File: config.mk
export PLATFORM = sky130hd
export DESIGN_NAME = rmii_rx_frame_filter
export DESIGN_NICKNAME = d
export VERILOG_FILES = /design/src/rtl/rmii_rx_frame_filter.sv
export SDC_FILE = /design/constraint.sdc
export NUM_CORES = 1
export LEC_CHECK = 0
export ABC_AREA = 1
export CAP_MARGIN = 25
export CORE_MARGIN = 1
export CORE_UTILIZATION = 40
export DETAILED_ROUTE_END_ITERATION = 7
export GPL_ROUTABILITY_DRIVEN = 1
export HOLD_SLACK_MARGIN = 0.15
export PLACE_DENSITY_LB_ADDON = 0.1
export SETUP_SLACK_MARGIN = 0.3
export SYNTH_ARGS = -nofsm -noshare
export SYNTH_HDL_FRONTEND = slang
export SYNTH_SLANG_ARGS = --single-unit
File: constraint.sdc
create_clock -name REF_CLK -period 13.7 [get_ports REF_CLK]
set_input_delay 2.74 -clock REF_CLK [delete_from_list [all_inputs] [get_ports REF_CLK]]
set_output_delay 2.74 -clock REF_CLK [all_outputs]
set_load 0.1 [all_outputs]
File: src/rtl/rmii_rx_frame_filter.sv
// rmii_rx_frame_filter: destination-MAC filter, FCS strip, CRC-32 and length check between RMII_RX and the RX FIFO.
// Each passed frame is followed by a one-cycle status word; all outputs are registered.
module rmii_rx_frame_filter #(
  parameter logic [47:0] MAC_ADDR = 48'h0200_0000_0001,
  parameter int          MIN_LEN  = 64,
  parameter int          MAX_LEN  = 1518
) (
  input  logic        REF_CLK,
  input  logic        arst,
  input  logic [7:0]  in_din,
  input  logic        in_wren,
  input  logic        in_EOD,
  input  logic        promisc,
  input  logic        out_afull,
  output logic [7:0]  out_din,
  output logic        out_wren,
  output logic        out_EOD,
  output logic        stat_valid,
  output logic        stat_crc_err,
  output logic        stat_len_err,
  output logic        stat_ovf,
  output logic [10:0] stat_len,
  output logic [15:0] drop_cnt
);
  typedef enum logic [2:0] {IDLE, HDR, PASS, DROP, FLUSH1, FLUSH2, STATUS} state_t;
  localparam logic [10:0] MIN_L   = 11'(MIN_LEN);
  localparam logic [10:0] MAX_L   = 11'(MAX_LEN);
  localparam logic [31:0] RESIDUE = 32'hDEBB20E3;

  function automatic logic [31:0] crc_byte(input logic [31:0] c, input logic [7:0] d);
    logic [31:0] r;
    r = c;
    for (int i = 0; i < 8; i++) r = (r >> 1) ^ ((r[0] ^ d[i]) ? 32'hEDB88320 : 32'h0);
    return r;
  endfunction

  state_t      state_q, state_d;
  logic [10:0] cnt_q, cnt_d, stat_len_q, stat_len_d;
  logic [47:0] sr_q, sr_d;
  logic [31:0] crc_q, crc_d;
  logic [15:0] drop_q, drop_d;
  logic        ovf_q, ovf_d, late_cur_q, late_cur_d, late_nxt_q, late_nxt_d;
  logic [7:0]  out_din_q, out_din_d;
  logic        out_wren_q, out_wren_d, out_eod_q, out_eod_d;
  logic        stat_valid_q, stat_valid_d, stat_crc_q, stat_crc_d;
  logic        stat_lerr_q, stat_lerr_d, stat_ovf_q, stat_ovf_d;
  logic        emit;
  logic [7:0]  emit_byte;
  logic [10:0] cnt_inc;
  logic [47:0] sr_sh;
  logic [31:0] crc_nx;
  logic        accept;

  assign cnt_inc = &cnt_q ? cnt_q : cnt_q + 11'd1;
  assign sr_sh   = {sr_q[39:0], in_din};
  assign crc_nx  = crc_byte(crc_q, in_din);
  assign accept  = promisc || (sr_sh == MAC_ADDR) || (&sr_sh);

  always_comb begin
    state_d      = state_q;
    cnt_d        = cnt_q;
    sr_d         = sr_q;
    crc_d        = crc_q;
    drop_d       = drop_q;
    ovf_d        = ovf_q;
    late_cur_d   = late_cur_q;
    late_nxt_d   = late_nxt_q;
    out_din_d    = out_din_q;
    out_wren_d   = 1'b0;
    out_eod_d    = 1'b0;
    stat_valid_d = 1'b0;
    stat_crc_d   = stat_crc_q;
    stat_lerr_d  = stat_lerr_q;
    stat_ovf_d   = stat_ovf_q;
    stat_len_d   = stat_len_q;
    emit         = 1'b0;
    emit_byte    = sr_q[47:40];
    case (state_q)
      IDLE: begin
        if (in_wren && in_EOD) begin
          drop_d = drop_q + 16'd1;
        end else if (in_wren) begin
          cnt_d   = 11'd1;
          sr_d    = {40'h0, in_din};
          crc_d   = crc_byte(32'hFFFF_FFFF, in_din);
          ovf_d   = 1'b0;
          state_d = HDR;
        end
      end
      HDR: begin
        if (in_wren) begin
          cnt_d = cnt_inc;
          sr_d  = sr_sh;
          crc_d = crc_nx;
        end
        if (in_wren && cnt_q == 11'd5) begin
          state_d = !accept ? (in_EOD ? IDLE : DROP) : (in_EOD ? FLUSH1 : PASS);
          if (!accept && in_EOD) drop_d = drop_q + 16'd1;
        end else if (in_EOD) begin
          state_d = IDLE;
          drop_d  = drop_q + 16'd1;
        end
      end
      PASS: begin
        if (in_wren) begin
          cnt_d = cnt_inc;
          sr_d  = sr_sh;
          crc_d = crc_nx;
          emit  = 1'b1;
        end
        if (in_EOD) state_d = FLUSH1;
      end
      DROP: begin
        if (in_wren) cnt_d = cnt_inc;
        if (in_EOD) begin
          state_d = IDLE;
          drop_d  = drop_q + 16'd1;
        end
      end
      FLUSH1: begin
        emit       = 1'b1;
        late_nxt_d = late_nxt_q | in_wren;
        state_d    = FLUSH2;
      end
      FLUSH2: begin
        emit       = 1'b1;
        emit_byte  = sr_q[39:32];
        late_nxt_d = late_nxt_q | in_wren;
        state_d    = STATUS;
      end
      STATUS: begin
        stat_valid_d = 1'b1;
        stat_crc_d   = crc_q != RESIDUE;
        stat_lerr_d  = (cnt_q < MIN_L) || (cnt_q > MAX_L);
        stat_ovf_d   = ovf_q | late_cur_q;
        stat_len_d   = cnt_q - 11'd4;
        // a byte arriving during this frame's tail is charged to the next frame's status
        late_cur_d   = late_nxt_q | in_wren;
        late_nxt_d   = 1'b0;
        cnt_d        = 11'd0;
        crc_d        = 32'hFFFF_FFFF;
        state_d      = IDLE;
      end
      default: state_d = IDLE;
    endcase
    // once afull hits, the rest of the frame (including the EOD byte) is suppressed
    if (emit) begin
      if (out_afull || ovf_q) begin
        ovf_d = 1'b1;
      end else begin
        out_wren_d = 1'b1;
        out_din_d  = emit_byte;
        out_eod_d  = state_q == FLUSH2;
      end
    end
  end

  always_ff @(posedge REF_CLK or posedge arst) begin
    if (arst) begin
      state_q      <= IDLE;
      cnt_q        <= 11'd0;
      sr_q         <= 48'h0;
      crc_q        <= 32'hFFFF_FFFF;
      drop_q       <= 16'd0;
      ovf_q        <= 1'b0;
      late_cur_q   <= 1'b0;
      late_nxt_q   <= 1'b0;
      out_din_q    <= 8'h0;
      out_wren_q   <= 1'b0;
      out_eod_q    <= 1'b0;
      stat_valid_q <= 1'b0;
      stat_crc_q   <= 1'b0;
      stat_lerr_q  <= 1'b0;
      stat_ovf_q   <= 1'b0;
      stat_len_q   <= 11'd0;
    end else begin
      state_q      <= state_d;
      cnt_q        <= cnt_d;
      sr_q         <= sr_d;
      crc_q        <= crc_d;
      drop_q       <= drop_d;
      ovf_q        <= ovf_d;
      late_cur_q   <= late_cur_d;
      late_nxt_q   <= late_nxt_d;
      out_din_q    <= out_din_d;
      out_wren_q   <= out_wren_d;
      out_eod_q    <= out_eod_d;
      stat_valid_q <= stat_valid_d;
      stat_crc_q   <= stat_crc_d;
      stat_lerr_q  <= stat_lerr_d;
      stat_ovf_q   <= stat_ovf_d;
      stat_len_q   <= stat_len_d;
    end
  end

  assign out_din      = out_din_q;
  assign out_wren     = out_wren_q;
  assign out_EOD      = out_eod_q;
  assign stat_valid   = stat_valid_q;
  assign stat_crc_err = stat_crc_q;
  assign stat_len_err = stat_lerr_q;
  assign stat_ovf     = stat_ovf_q;
  assign stat_len     = stat_len_q;
  assign drop_cnt     = drop_q;
endmodule
Yosys cells after proc, flatten, opt, wreduce, memory -nomap -nowiden

Index checks and enable logic that the tools add are counted.

Flip-flop bits (word level): 138
Logic and storage cells: 154
Output and inout bits: 41

Add/subtract/negate cells: 3
$lt $le $gt $ge: 2
Bitwise gates (word level): 34
Multiplexer cells: 57
Reduce and logical (&&, ||, !) cells: 25
Eq/ne operators: 17

Operator list:

| cell                    | number |
|---|---|
| $mux W32                | 19 |
| $xor A31 B32 Y32        | 15 |
| $mux W48                | 3 |
| $pmux W32 S3            | 1 |
| $pmux W48 S2            | 1 |
| $mux W16                | 4 |
| $eq A48 B42 Y1 const B  | 1 |
| $pmux W16 S3            | 1 |
| $reduce_and A48 Y1      | 1 |
| $mux W11                | 4 |
| $pmux W11 S3            | 1 |
| $ne A32 B32 Y1 const B  | 1 |
| $not A31 Y31            | 1 |
| $mux W3                 | 7 |
| $pmux W3 S6             | 1 |
| $add A16 B1 Y16 const B | 1 |
| $xor A1 B1 Y1           | 15 |
| $add A11 B1 Y11 const B | 1 |
| $eq A11 B3 Y1 const B   | 1 |
| $gt A11 B11 Y1 const B  | 1 |
| $lt A11 B7 Y1 const B   | 1 |
| $mux W1                 | 11 |
| $reduce_and A11 Y1      | 1 |
| $sub A11 B3 Y11 const B | 1 |
| 23 further kinds        | 44 |

Depth between registers and ports, before layout

Gate-level depths: netlist of run 1.

Depth after elaboration: 26
Gate-level depth with buffers: 14
Mapped depth without buffers: 14

Worst setup path before layout of run 1

OpenSTA, ideal clock, no wires.

Path kind: input port to flip-flop
From: input port in_din[5]
To: register drop_q[2] (netlist: drop_cnt[2])
Arrival time: 4.089 ns
Data required time: 13.632 ns
Slack: 9.543 ns
Buffers on the path: 2
Cell stages on the path: 14
Cells stage by stage: buf_2 > inv_1 > ha_1 > nand3_1 > nor2_1 > nand2_1 > nor2_1 > nand2_1 > nand4_1 > nand2_1 > nand2_2 > buf_4 > nand2_1 > nand2_1

Longest elaborated chain between the ends: 7
Elaborated cells on any way between the ends: 8
Those cells by class: 2 x eq/ne; 6 x reduce/logical

RTL lines:

| what                                 | RTL line | source |
|---|---|---|
| start, declared                      | 10       | `input logic [7:0] in_din,` |
| $eq A48 B42 Y1                       | 57       | `assign accept = promisc \|\| (sr_sh == MAC_ADDR) \|\| (&sr_sh);` |
| $logic_or A1 B1 Y1                   | 57       |  |
| $logic_or A1 B1 Y1 *                 | 57       |  |
| $logic_not A1 Y1 *                   | 98       | `if (!accept && in_EOD) drop_d = drop_q + 16'd1;` |
| $logic_and A1 B1 Y1 *                | 98       |  |
| $ne A3 B3 Y1 (no source line) *      | --       |  |
| $reduce_and A3 Y1 (no source line) * | --       |  |
| end signal, assigned                 | 181      | `drop_q <= drop_d;` |
| end, declared                        | 41       | `logic [15:0] drop_q, drop_d;` |

Mark *: on every way between the ends. The rest lies on a longest branch, timed or not.
A chain may end at the register's enable or synchronous reset.

Final worst setup path of run 1

From: input port in_EOD
To: register crc_q[23]

Longest elaborated chain between the ends: 3

RTL lines:

| what                               | RTL line | source |
|---|---|---|
| start, declared                    | 12       | `input logic in_EOD,` |
| $logic_and A1 B1 Y1                | 80       | `if (in_wren && in_EOD) begin` |
| $ne A2 B2 Y1 (no source line)      | --       |  |
| $reduce_and A4 Y1 (no source line) | --       |  |
| end signal, assigned               | 180      | `crc_q <= crc_d;` |
| end, declared                      | 40       | `logic [31:0] crc_q, crc_d;` |

No other way between the ends.

==> metrics.json, run 1 <==
{
  "antenna-diode-count": {"value": 0},
  "route.detailed.vias_per_inst": {"value": 5.131},
  "synth_ff_type": {"value": "dfrtp_1"},
  "slew_headroom": {"value": 33.54, "unit": "%"},
  "clock.fmax": {"value": 0.1645, "unit": "GHz"},
  "final_max_slew_viol_count": {"value": 0},
  "peakVddDrop": {"value": 161.5, "unit": "uV"},
  "globalplace.congestion": {"value": 0.8322},
  "die_x_extent": {"value": 154.9, "unit": "um"},
  "clock_sink_count": {"value": 138},
  "floorplan.die_area": {"value": 23980, "unit": "sq um"},
  "min_path_type": {"value": "reg2reg"},
  "post_cts_resize_count": {"value": 0},
  "grt_max_degree": {"value": 92},
  "max-clock-path-buffers": {"value": 2},
  "setup_violations": {"value": 0},
  "totalWireLength": {"value": 26760, "unit": "um"},
  "worst_setup_hold_path_clk_slew": {"value": 70, "unit": "ps"},
  "outcome": {"value": "completed"},
  "static_leakage": {"value": 0.004954, "unit": "uW"},
  "synth.cell_area": {"value": 9346, "unit": "sq um"},
  "finalHoldViolations": {"value": 0},
  "grt_pass1_vias": {"value": 8380},
  "slew_worst_pin": {"value": 993.8, "unit": "ps"},
  "cp-start-kind": {"value": "input pin"},
  "finalClockSkew": {"value": 9.024, "unit": "ps"},
  "dp_cells": {"value": 1688},
  "port_buffers": {"value": 54},
  "crit_type": {"value": "in2reg"},
  "drtPass1Iterations": {"value": 5},
  "simple_gate_fraction_of_synth_area": {"value": 35.05, "unit": "%"},
  "postCtsSetupRepairBufs": {"value": 0},
  "fin_ws": {"value": 7621, "unit": "ps"},
  "grt-ovfl-total": {"value": 0},
  "synth.yosys.warnings": {"value": 0},
  "avgSynthCellArea": {"value": 6.852, "unit": "sq um"},
  "dr.first_iter.drc_count": {"value": 643},
  "cts.hold.buffers_added": {"value": 0},
  "cells_after_synthesis": {"value": 1364},
  "drt_drc_violations_left": {"value": 0},
  "synth-edff-count": {"value": 0},
  "yosys_register_bits": {"value": 138},
  "cts_buffers": {"value": 17},
  "muxShareOfSynthArea": {"value": 0, "unit": "%"},
  "end_kind": {"value": "flop"},
  "synth.top_cells.by_area": {"value": "dfrtp_1 (28%), nand2_1 (20%), dfstp_2 (9.0%), nand3_1 (5.6%), o21ai_0 (5.5%)"},
  "synth.top_cell.area_share": {"value": 28.38, "unit": "%"},
  "totalNegativeSetupSlack": {"value": 0, "unit": "ps"},
  "dp_hpwl": {"value": 18330, "unit": "um"},
  "syn_nets": {"value": 1390},
  "final_min_period_over_clock_period": {"value": 44.37, "unit": "%"},
  "num_vias": {"value": 8825},
  "synth_top_family_by_area": {"value": "simple AND/OR/NAND/NOR gates"},
  "worstPathArrival": {"value": 6430, "unit": "ps"},
  "row_count": {"value": 55},
  "synth-async-reset-ratio": {"value": 100.0, "unit": "%"},
  "die_height": {"value": 154.9, "unit": "um"},
  "total_nets_final": {"value": 1420},
  "rsz0062_at_grt": {"value": "no"},
  "synth_top_area_cell": {"value": "dfrtp_1"},
  "synth.distinct_cells": {"value": 51},
  "share_of_final_layout_standard_cells_stronger_than_drive_strength_1": {"value": 8.031, "unit": "%"},
  "clock_insertion_delay_worst_skew": {"value": 430, "unit": "ps"},
  "xor_xnor_portion_of_the_synthesized_cell_area": {"value": 6.546, "unit": "%"},
  "layout.cells.non_filler": {"value": 1720},
  "avg_wl_per_cell": {"value": 15.56, "unit": "um"},
  "core_area": {"value": 22780, "unit": "sq um"},
  "pre_cts_slack": {"value": 7223, "unit": "ps"},
  "max-cap-violations": {"value": 0},
  "tritoncts": {"value": "yes"},
  "floorplan.io_pins": {"value": 55},
  "yosysSeqAreaShare": {"value": 37.38, "unit": "%"},
  "floorplan.initialDensity": {"value": 41.03, "unit": "%"},
  "antenna_violations_before_repair": {"value": 0},
  "grt_util_all_layers": {"value": 23.80, "unit": "%"},
  "worstPathRequired": {"value": 14050, "unit": "ps"},
  "crit_fanout": {"value": 91},
  "layout_min_cycle_time": {"value": 6079, "unit": "ps"},
  "clock_tree.root_cell": {"value": "clkbuf_16"},
  "layout-area-overhead-vs-synth": {"value": 13.98, "unit": "%"},
  "synth-adder-area-share": {"value": 1.606, "unit": "%"},
  "synth_compound_area_share": {"value": 11.95, "unit": "%"},
  "route.antenna.remaining_nets": {"value": 0},
  "grt_first_pass_wirelength": {"value": 44930, "unit": "um"},
  "power_dens_cells": {"value": 273.1, "unit": "nW/um^2"},
  "htree_num_levels": {"value": 4}
}
==> stage by stage <==
stage | util (%) | total power [uW] | instance area, sq um | hold slack (ps)
finish | 46.77 | 2909 | 10650 | 475.9
global route | 46.77 | 3142 | 10650 | 492.0
CTS | 46.77 | 2916 | 10650 | 474.3
detailed placement | 44.20 | 2434 | 10070 | 462.6
global placement | 44.20 | 2424 | 10070 | 462.2
floorplan | - | 2045 | 9346 | 448.1
==> kinds of logic (layout without fill, tap and decap cells) <==
group	Yosys count	after routing
adder cells (fa/ha/maj)	12	12
AO/OA/AOI/OAI	196	196
AND/OR/NAND/NOR	785	785
XOR/XNOR	66	66
flip-flops	138	138
buffers and inverters	167	210
==> final cells by class <==
| type | count | area (sq um) |
|---|---|---|
| Clock buffer | 20 | 446.7 |
| Sequential cell | 138 | 3493 |
| Multi-Input combinational cell | 1059 | 5160 |
| Fill cell | 2313 | 12130 |
| Clock inverter | 12 | 138.9 |
| Inverter | 121 | 459.2 |
| Timing Repair Buffer | 57 | 563.0 |
| Tap cell | 313 | 391.6 |
==> state kept, by name, indices dropped and copies added (netlist names) <==
signal	flops
out_EOD	1
out_din	8
out_wren	1
stat_crc_err	1
crc_q	32
sr_q	48
late_cur_q	1
drop_cnt	16
stat_ovf	1
stat_len	11
state_q	3
stat_valid	1
ovf_q	1
stat_len_err	1
late_nxt_q	1
cnt_q	11
==> path summary, 6_finish.rpt <==
kind                       startpoint     endpoint  slack [ps]  cells past startpoint
max                            in_EOD    crc_q[23]        7620                     11
min                         crc_q[24]    crc_q[24]         480                      2
max reg2reg                state_q[2]    crc_q[23]       10730                      9
min reg2reg                 crc_q[24]    crc_q[24]         480                      2
max in group asynchronous        arst     sr_q[37]        9560                      3
min in group asynchronous        arst  stat_len[9]        2810                      2
==> placed cells by master, fill, tap and decap left out, types with 4 or more instances in the layout <==
master and n:
a22oi_1 6, o21ai_0 102, clkbuf_16 17, nor2_2 5
nand2_1 491, o31ai_1 9, or2_2 8, inv_1 108
o211ai_1 4, inv_6 6, nand3_1 104, nand2_2 14
nand4_1 21, dfrtp_1 106, ha_1 12, a21oi_1 30
nor3_1 5, inv_2 11, dfstp_2 32, xnor2_1 19
a31oi_1 18, clkdlybuf4s50_1 54, o21bai_1 4, nor2_1 122
xor2_1 44, a21boi_1 5
==> worst max-delay path, cell delays in order <==
cell and delay, ps:
clkdlybuf4s50_1 870, inv_1 680, nand2_1 150, nand2_1 140, o21ai_2 80, inv_2 110
nand3_4 640, inv_2 620, o21ai_0 170, inv_1 100, a21boi_0 80
==> Yosys cell counts (3+ instances only) <==
cell type,count
inv_1,109
xor2_1,44
a22oi_1,6
buf_4,5
o2111ai_1,3
a21boi_1,5
nand2_1,491
nor3_1,5
inv_2,11
o31ai_1,9
ha_1,12
nand4_1,21
nand2_2,14
a21oi_1,30
nor2_1,122
a21boi_0,3
dfstp_2,32
buf_6,3
xnor2_1,19
dfrtp_1,106
o22ai_1,3
nor4_1,3
o21ai_0,102
or2_2,8
o21bai_1,4
buf_2,23
clkbuf_1,13
o211ai_1,4
a31oi_1,18
nor2_2,6
o21ai_1,3
nand3_1,104
or2_1,3
==> power breakdown <==
part	internal, uW	total [uW]	switching, uW
sequential	599	747	148
clock	276	472	196
combinational	470	1690	1220
==> metal layers <==
metal  wire (um)  GRT usage, %
met5           0             0
met4         438         8.817
met3        1402         3.621
met2       12350         38.22
met1       12570         32.40
(Power assumes the default switching activity.)
==> run 2, diff against run 1 <==
clock period = 6.1 ns   (was 13.7 ns; I/O delays follow)
==> run 2 against run 1 <==
Against the previous run:
- power is 120% higher
- sequential cell count stayed put
- non-clock buffer count is 1 higher
- register-to-register slack worse by 7700 ps
- combinational power is 130% higher
- die area stayed put
- clock skew hardly changed
- count of clock-buffer cells in the layout is 1 lower
- largest power group unchanged
- cell area hardly changed
- critical path type unchanged
==> metrics.json, run 2 (synthesis results as in run 1) <==
{
  "outcome": {"value": "completed"},
  "clock_insertion_delay_worst_skew": {"value": 420, "unit": "ps"},
  "share_of_final_layout_standard_cells_stronger_than_drive_strength_1": {"value": 8.168, "unit": "%"},
  "mostFrequentLayoutCells": {"value": "nand2_1 (491), nor2_1 (122), inv_1 (108), dfrtp_1 (106), nand3_1 (104)"},
  "pwr-share-clk": {"value": 15.8, "unit": "%"},
  "floorplan.die_area": {"value": 23980, "unit": "sq um"},
  "end_kind": {"value": "flop"},
  "clock.fmax": {"value": 0.2421, "unit": "GHz"},
  "crit_type": {"value": "in2reg"},
  "max-clock-path-buffers": {"value": 2},
  "total_nets_final": {"value": 1421},
  "die_height": {"value": 154.9, "unit": "um"},
  "grt_util_all_layers": {"value": 23.56, "unit": "%"},
  "grt-ovfl-total": {"value": 0},
  "floorplan.initialDensity": {"value": 41.03, "unit": "%"},
  "antenna-diode-count": {"value": 0},
  "worstPathRequired": {"value": 6440, "unit": "ps"},
  "share_of_power_burned_in_registers": {"value": 25.8, "unit": "%"},
  "startpoint_of_the_tightest_hold_check_path": {"value": "crc_q[24]"},
  "peakVddDrop": {"value": 355.9, "unit": "uV"},
  "critical-path-slowest-cell": {"value": "nand3_4"},
  "min_path_type": {"value": "reg2reg"},
  "rsz0062_at_grt": {"value": "no"},
  "globalplace.congestion": {"value": 0.9193},
  "core_area": {"value": 22780, "unit": "sq um"},
  "tritoncts": {"value": "yes"},
  "clock_sink_count": {"value": 138},
  "fraction_of_power_spent_switching_nets": {"value": 54.13, "unit": "%"},
  "grt_first_pass_wirelength": {"value": 44660, "unit": "um"},
  "postCtsSetupRepairBufs": {"value": 0},
  "grt_pass1_vias": {"value": 8284},
  "port_buffers": {"value": 54},
  "slew_worst_pin": {"value": 990.4, "unit": "ps"},
  "dr.first_iter.drc_count": {"value": 604},
  "row_count": {"value": 55},
  "totalPowerFinal": {"value": 6507, "unit": "uW"},
  "worstPathArrival": {"value": 4480, "unit": "ps"},
  "finalClockSkew": {"value": 9.343, "unit": "ps"},
  "final_min_period_over_clock_period": {"value": 67.71, "unit": "%"},
  "layout-area-overhead-vs-synth": {"value": 13.95, "unit": "%"},
  "min_to": {"value": "crc_q[24]"},
  "drt_drc_violations_left": {"value": 0},
  "cts.hold.buffers_added": {"value": 0},
  "finish.utilization": {"value": 46.76, "unit": "%"},
  "dp_hpwl": {"value": 18710, "unit": "um"},
  "avg_wl_per_cell": {"value": 15.52, "unit": "um"},
  "htree_num_levels": {"value": 4},
  "power.combinational.fraction": {"value": 58.5, "unit": "%"},
  "timing.rr.end": {"value": "crc_q[23]"},
  "max-cap-violations": {"value": 0},
  "route.antenna.remaining_nets": {"value": 0},
  "crit_fanout": {"value": 91},
  "total_switching_power": {"value": 3522, "unit": "uW"},
  "setup_violations": {"value": 0},
  "largest_reg_flops": {"value": 48},
  "slew_headroom": {"value": 33.76, "unit": "%"},
  "totalNegativeSetupSlack": {"value": 0, "unit": "ps"},
  "route.detailed.vias_per_inst": {"value": 5.119},
  "crit-reg2reg-launch": {"value": "state_q[2]"},
  "slowest_cell_delay_on_critical_path": {"value": 650, "unit": "ps"},
  "layout_min_cycle_time": {"value": 4130, "unit": "ps"},
  "post_cts_resize_count": {"value": 0},
  "totalWireLength": {"value": 26710, "unit": "um"},
  "pre_cts_slack": {"value": 1575, "unit": "ps"},
  "cp_cell_sequence": {"value": "clkdlybuf4s50_1 > buf_4 > inv_1 > nand2_1 > nand2_1 > o21ai_2 > inv_2 > nand3_4 > inv_2 > o21ai_0 > inv_1 > a21boi_0"},
  "layout_commonest_cell": {"value": "nand2_1"},
  "drtPass1Iterations": {"value": 5},
  "holdPathStages": {"value": 2},
  "worst_setup_hold_path_clk_slew": {"value": 60, "unit": "ps"},
  "holdWs": {"value": 469.5, "unit": "ps"},
  "final_max_slew_viol_count": {"value": 0},
  "worst_reg2reg_path_depth": {"value": 9},
  "floorplan.io_pins": {"value": 55},
  "power_dens_cells": {"value": 610.9, "unit": "nW/um^2"},
  "fin_ws": {"value": 1970, "unit": "ps"},
  "cp-start-kind": {"value": "input pin"},
  "die_x_extent": {"value": 154.9, "unit": "um"},
  "num_vias": {"value": 8810},
  "top_register": {"value": "sr_q"},
  "cts_buffers": {"value": 17},
  "clock_tree.root_cell": {"value": "clkbuf_16"},
  "finalHoldViolations": {"value": 0},
  "rrSetupSlack": {"value": 3060, "unit": "ps"},
  "antenna_violations_before_repair": {"value": 0},
  "grt_max_degree": {"value": 96},
  "p_int": {"value": 2985, "unit": "uW"},
  "static_leakage": {"value": 0.004942, "unit": "uW"}
}
==> run 2: cell count changes in the layout (fill, tap and decap cells not counted), sizes merged <==
cell	delta
clkbuf	-1
clkinv	-3
bufinv	-1
inv	+2
buf	+1
clkinvlp	+3
==> run 2: power groups by stage <==
| stage | logic [uW] | registers [uW] | clock network (uW) |
|---|---|---|---|
| 2_1_floorplan | 2280 | 2310 | 0 |
| 3_3_place_gp | 3770 | 1690 | 0 |
| 3_5_place_dp | 3800 | 1690 | 0 |
| 4_1_cts | 3810 | 1680 | 1050 |
| 5_1_grt | 4210 | 1730 | 1090 |
| 6_report | 3810 | 1680 | 1030 |
==> run 2: per-layer routing <==
layer	share of wire (%)	GRT usage, %	vias up	wire length (um)
met4	2.1	7.544	0	548
met2	46	38.63	229	12320
met3	4.2	2.981	38	1135
met5	0	0	-	0
li1	-	-	4457	-
met1	48	32.24	4086	12710
==> run 2: critical path: cells and delay by family <==
family          cells  cell delay (ps)
buf+inv             6             1920
compound gates      3              340
simple gates        3              940
==> run 2: how the worst max path moves through the flow <==
stage,start,end,slack [ps]
after floorplan,arst,cnt_q[0],1240
after global placement,in_EOD,crc_q[23],1620
after detailed placement,in_EOD,crc_q[23],1580
after CTS,in_EOD,crc_q[23],1950
after global routing,in_EOD,crc_q[23],1550
final,in_EOD,crc_q[23],1970
==> run 2: cell type report <==
class / instances / area (sq um)
multi-input cells: 1059 / 5160
well taps: 313 / 391.6
inverters: 121 / 459.2
repair buffers: 58 / 570.5
flip-flops and latches: 138 / 3493
clock buffers: 19 / 442.9
fillers: 2389 / 12130
clock inverters: 13 / 132.6
==> run 2: per-stage QoR <==
step,cell area [sq um],cells
2_1_floorplan,9346,1364
3_3_place_gp,10070,1689
3_5_place_dp,10070,1689
4_1_cts,10650,1721
5_1_grt,10650,1721
6_report,10650,1721
==> run 3, diff against run 2 <==
clock period = 3.7 ns   (was 6.1 ns; I/O delays follow)
==> run 3 against run 2 <==
Against the previous run:
- first-iteration DRC count is 1.5% lower
- cell count is 0.70% higher
- routed wire length hardly changed
- sequential power is 64% higher
- die area stayed put
- cell area is 1.3% higher
- core utilization is 0.59 points higher
- register-to-register slack worse by 2000 ps
- critical endpoint is now drop_cnt[5]
- largest cell class unchanged
- largest power group unchanged
- highest routed layer unchanged
==> metrics.json, run 3 (synthesis results as in run 1) <==
{
  "totalWireLength": {"value": 26710, "unit": "um"},
  "clock_sink_count": {"value": 138},
  "layout_min_cycle_time": {"value": 2839, "unit": "ps"},
  "floorplan.io_pins": {"value": 55},
  "cp.buffers_inverters": {"value": 1},
  "grt_first_pass_wirelength": {"value": 44380, "unit": "um"},
  "multi_input_comb_area": {"value": 5160, "unit": "sq um"},
  "grt-ovfl-total": {"value": 0},
  "holdPathStages": {"value": 2},
  "row_count": {"value": 55},
  "mostFrequentLayoutCells": {"value": "nand2_1 (491), nor2_1 (122), inv_1 (108), dfrtp_1 (106), nand3_1 (104)"},
  "static_leakage": {"value": 0.005022, "unit": "uW"},
  "clock.fmax": {"value": 0.3522, "unit": "GHz"},
  "worstPathArrival": {"value": 2100, "unit": "ps"},
  "largest_reg_flops": {"value": 48},
  "htree_num_levels": {"value": 4},
  "min_path_type": {"value": "reg2reg"},
  "post_cts_resize_count": {"value": 0},
  "dp_cells": {"value": 1701},
  "slowest_cell_delay_on_critical_path": {"value": 1190, "unit": "ps"},
  "total_nets_final": {"value": 1433},
  "totalNegativeSetupSlack": {"value": 0, "unit": "ps"},
  "cts_buffers": {"value": 17},
  "clock_tree.root_cell": {"value": "clkbuf_16"},
  "critical_path.top_delay_family": {"value": "buffers and inverters"},
  "setup_violations": {"value": 0},
  "floorplan.initialDensity": {"value": 41.03, "unit": "%"},
  "totalPowerFinal": {"value": 10880, "unit": "uW"},
  "finalHoldViolations": {"value": 0},
  "fillers": {"value": 2358},
  "dr.first_iter.drc_count": {"value": 595},
  "final_min_period_over_clock_period": {"value": 76.73, "unit": "%"},
  "top_register": {"value": "sr_q"},
  "route.detailed.vias_per_inst": {"value": 5.107},
  "grt_max_degree": {"value": 86},
  "layout-area-overhead-vs-synth": {"value": 15.39, "unit": "%"},
  "min_to": {"value": "sr_q[45]"},
  "share_of_final_layout_standard_cells_stronger_than_drive_strength_1": {"value": 8.803, "unit": "%"},
  "power_dens_cells": {"value": 1008, "unit": "nW/um^2"},
  "rrSetupSlack": {"value": 1110, "unit": "ps"},
  "crit_type": {"value": "reg2out"},
  "layout_commonest_cell": {"value": "nand2_1"},
  "cp-start-kind": {"value": "flop"},
  "rsz0062_at_grt": {"value": "no"},
  "drtPass1Iterations": {"value": 4},
  "cp_cell_sequence": {"value": "clkdlybuf4s50_1"},
  "grt_pass1_vias": {"value": 8134},
  "antenna_violations_before_repair": {"value": 0},
  "drt_drc_violations_left": {"value": 0},
  "max-cap-violations": {"value": 0},
  "crit-reg2reg-launch": {"value": "state_q[2]"},
  "end_kind": {"value": "primary output"},
  "crit_fanout": {"value": 7},
  "floorplan.die_area": {"value": 23980, "unit": "sq um"},
  "layout.area.seq": {"value": 3493, "unit": "sq um"},
  "peakVddDrop": {"value": 476.6, "unit": "uV"},
  "clock_insertion_delay_worst_skew": {"value": 430, "unit": "ps"},
  "slew_worst_pin": {"value": 1001, "unit": "ps"},
  "worst_setup_hold_path_clk_slew": {"value": 60, "unit": "ps"},
  "worst_reg2reg_path_depth": {"value": 10},
  "core_area": {"value": 22780, "unit": "sq um"},
  "avg_wl_per_cell": {"value": 15.41, "unit": "um"},
  "startpoint_of_the_tightest_hold_check_path": {"value": "sr_q[45]"},
  "finish.utilization": {"value": 47.35, "unit": "%"},
  "finalClockSkew": {"value": 16.09, "unit": "ps"},
  "dp_hpwl": {"value": 18900, "unit": "um"},
  "port_buffers": {"value": 54},
  "die_height": {"value": 154.9, "unit": "um"},
  "globalplace.congestion": {"value": 0.9127},
  "postCtsSetupRepairBufs": {"value": 0},
  "layout.cells.non_filler": {"value": 1733},
  "grt_util_all_layers": {"value": 23.53, "unit": "%"},
  "outcome": {"value": "completed"},
  "num_vias": {"value": 8850},
  "tritoncts": {"value": "yes"},
  "max-clock-path-buffers": {"value": 2},
  "die_x_extent": {"value": 154.9, "unit": "um"},
  "critical-path-slowest-cell": {"value": "clkdlybuf4s50_1"},
  "cts.hold.buffers_added": {"value": 0},
  "route.antenna.remaining_nets": {"value": 0},
  "timing.rr.end": {"value": "crc_q[26]"},
  "antenna-diode-count": {"value": 0},
  "final_max_slew_viol_count": {"value": 0},
  "worstPathRequired": {"value": 2960, "unit": "ps"},
  "slew_headroom": {"value": 33.03, "unit": "%"}
}
==> run 3: metal layers <==
layer / track usage (%) / share of wire (%)
met5: 0 / 0
met4: 6.459 / 1.7
met2: 37.84 / 46
met3: 3.621 / 5.3
met1: 32.82 / 47
==> run 3: worst max path at each step <==
stage	cells after the start	slack [ps]	endpoint	from
after CTS	1	840	drop_cnt[5]	drop_cnt[5]
after floorplan	1	1270	cnt_q[0]	arst
after global placement	9	590	crc_q[23]	in_din[1]
after detailed placement	13	500	drop_cnt[6]	in_din[5]
after global routing	13	740	drop_cnt[15]	in_din[5]
final	1	860	drop_cnt[5]	drop_cnt[5]
==> run 3: through the flow <==
step | area [sq um] | hold slack [ps] | worst slack [ps]
floorplan | 9350 | 448.1 | 1265
global placement | 10190 | 464.3 | 589.4
detailed placement | 10190 | 464.1 | 503.3
CTS | 10790 | 482.5 | 842.5
global route | 10790 | 501.4 | 737.2
finish | 10790 | 479.7 | 861.1
==> run 3: area by class of cell <==
cell class                 instances  share of cell area, %
inverter                         121                  4.246
clock buffer                      21                  4.176
sequential                       138                  32.39
timing repair buffer              70                  6.357
tap                              313                  3.631
multi-input combinational       1059                  47.84
clock inverter                    11                  1.357
==> run 3: report_power, final <==
part	internal (uW)	switching, uW	total (uW)
clock network	1080	692	1770
registers	2220	531	2750
logic	1810	4540	6360
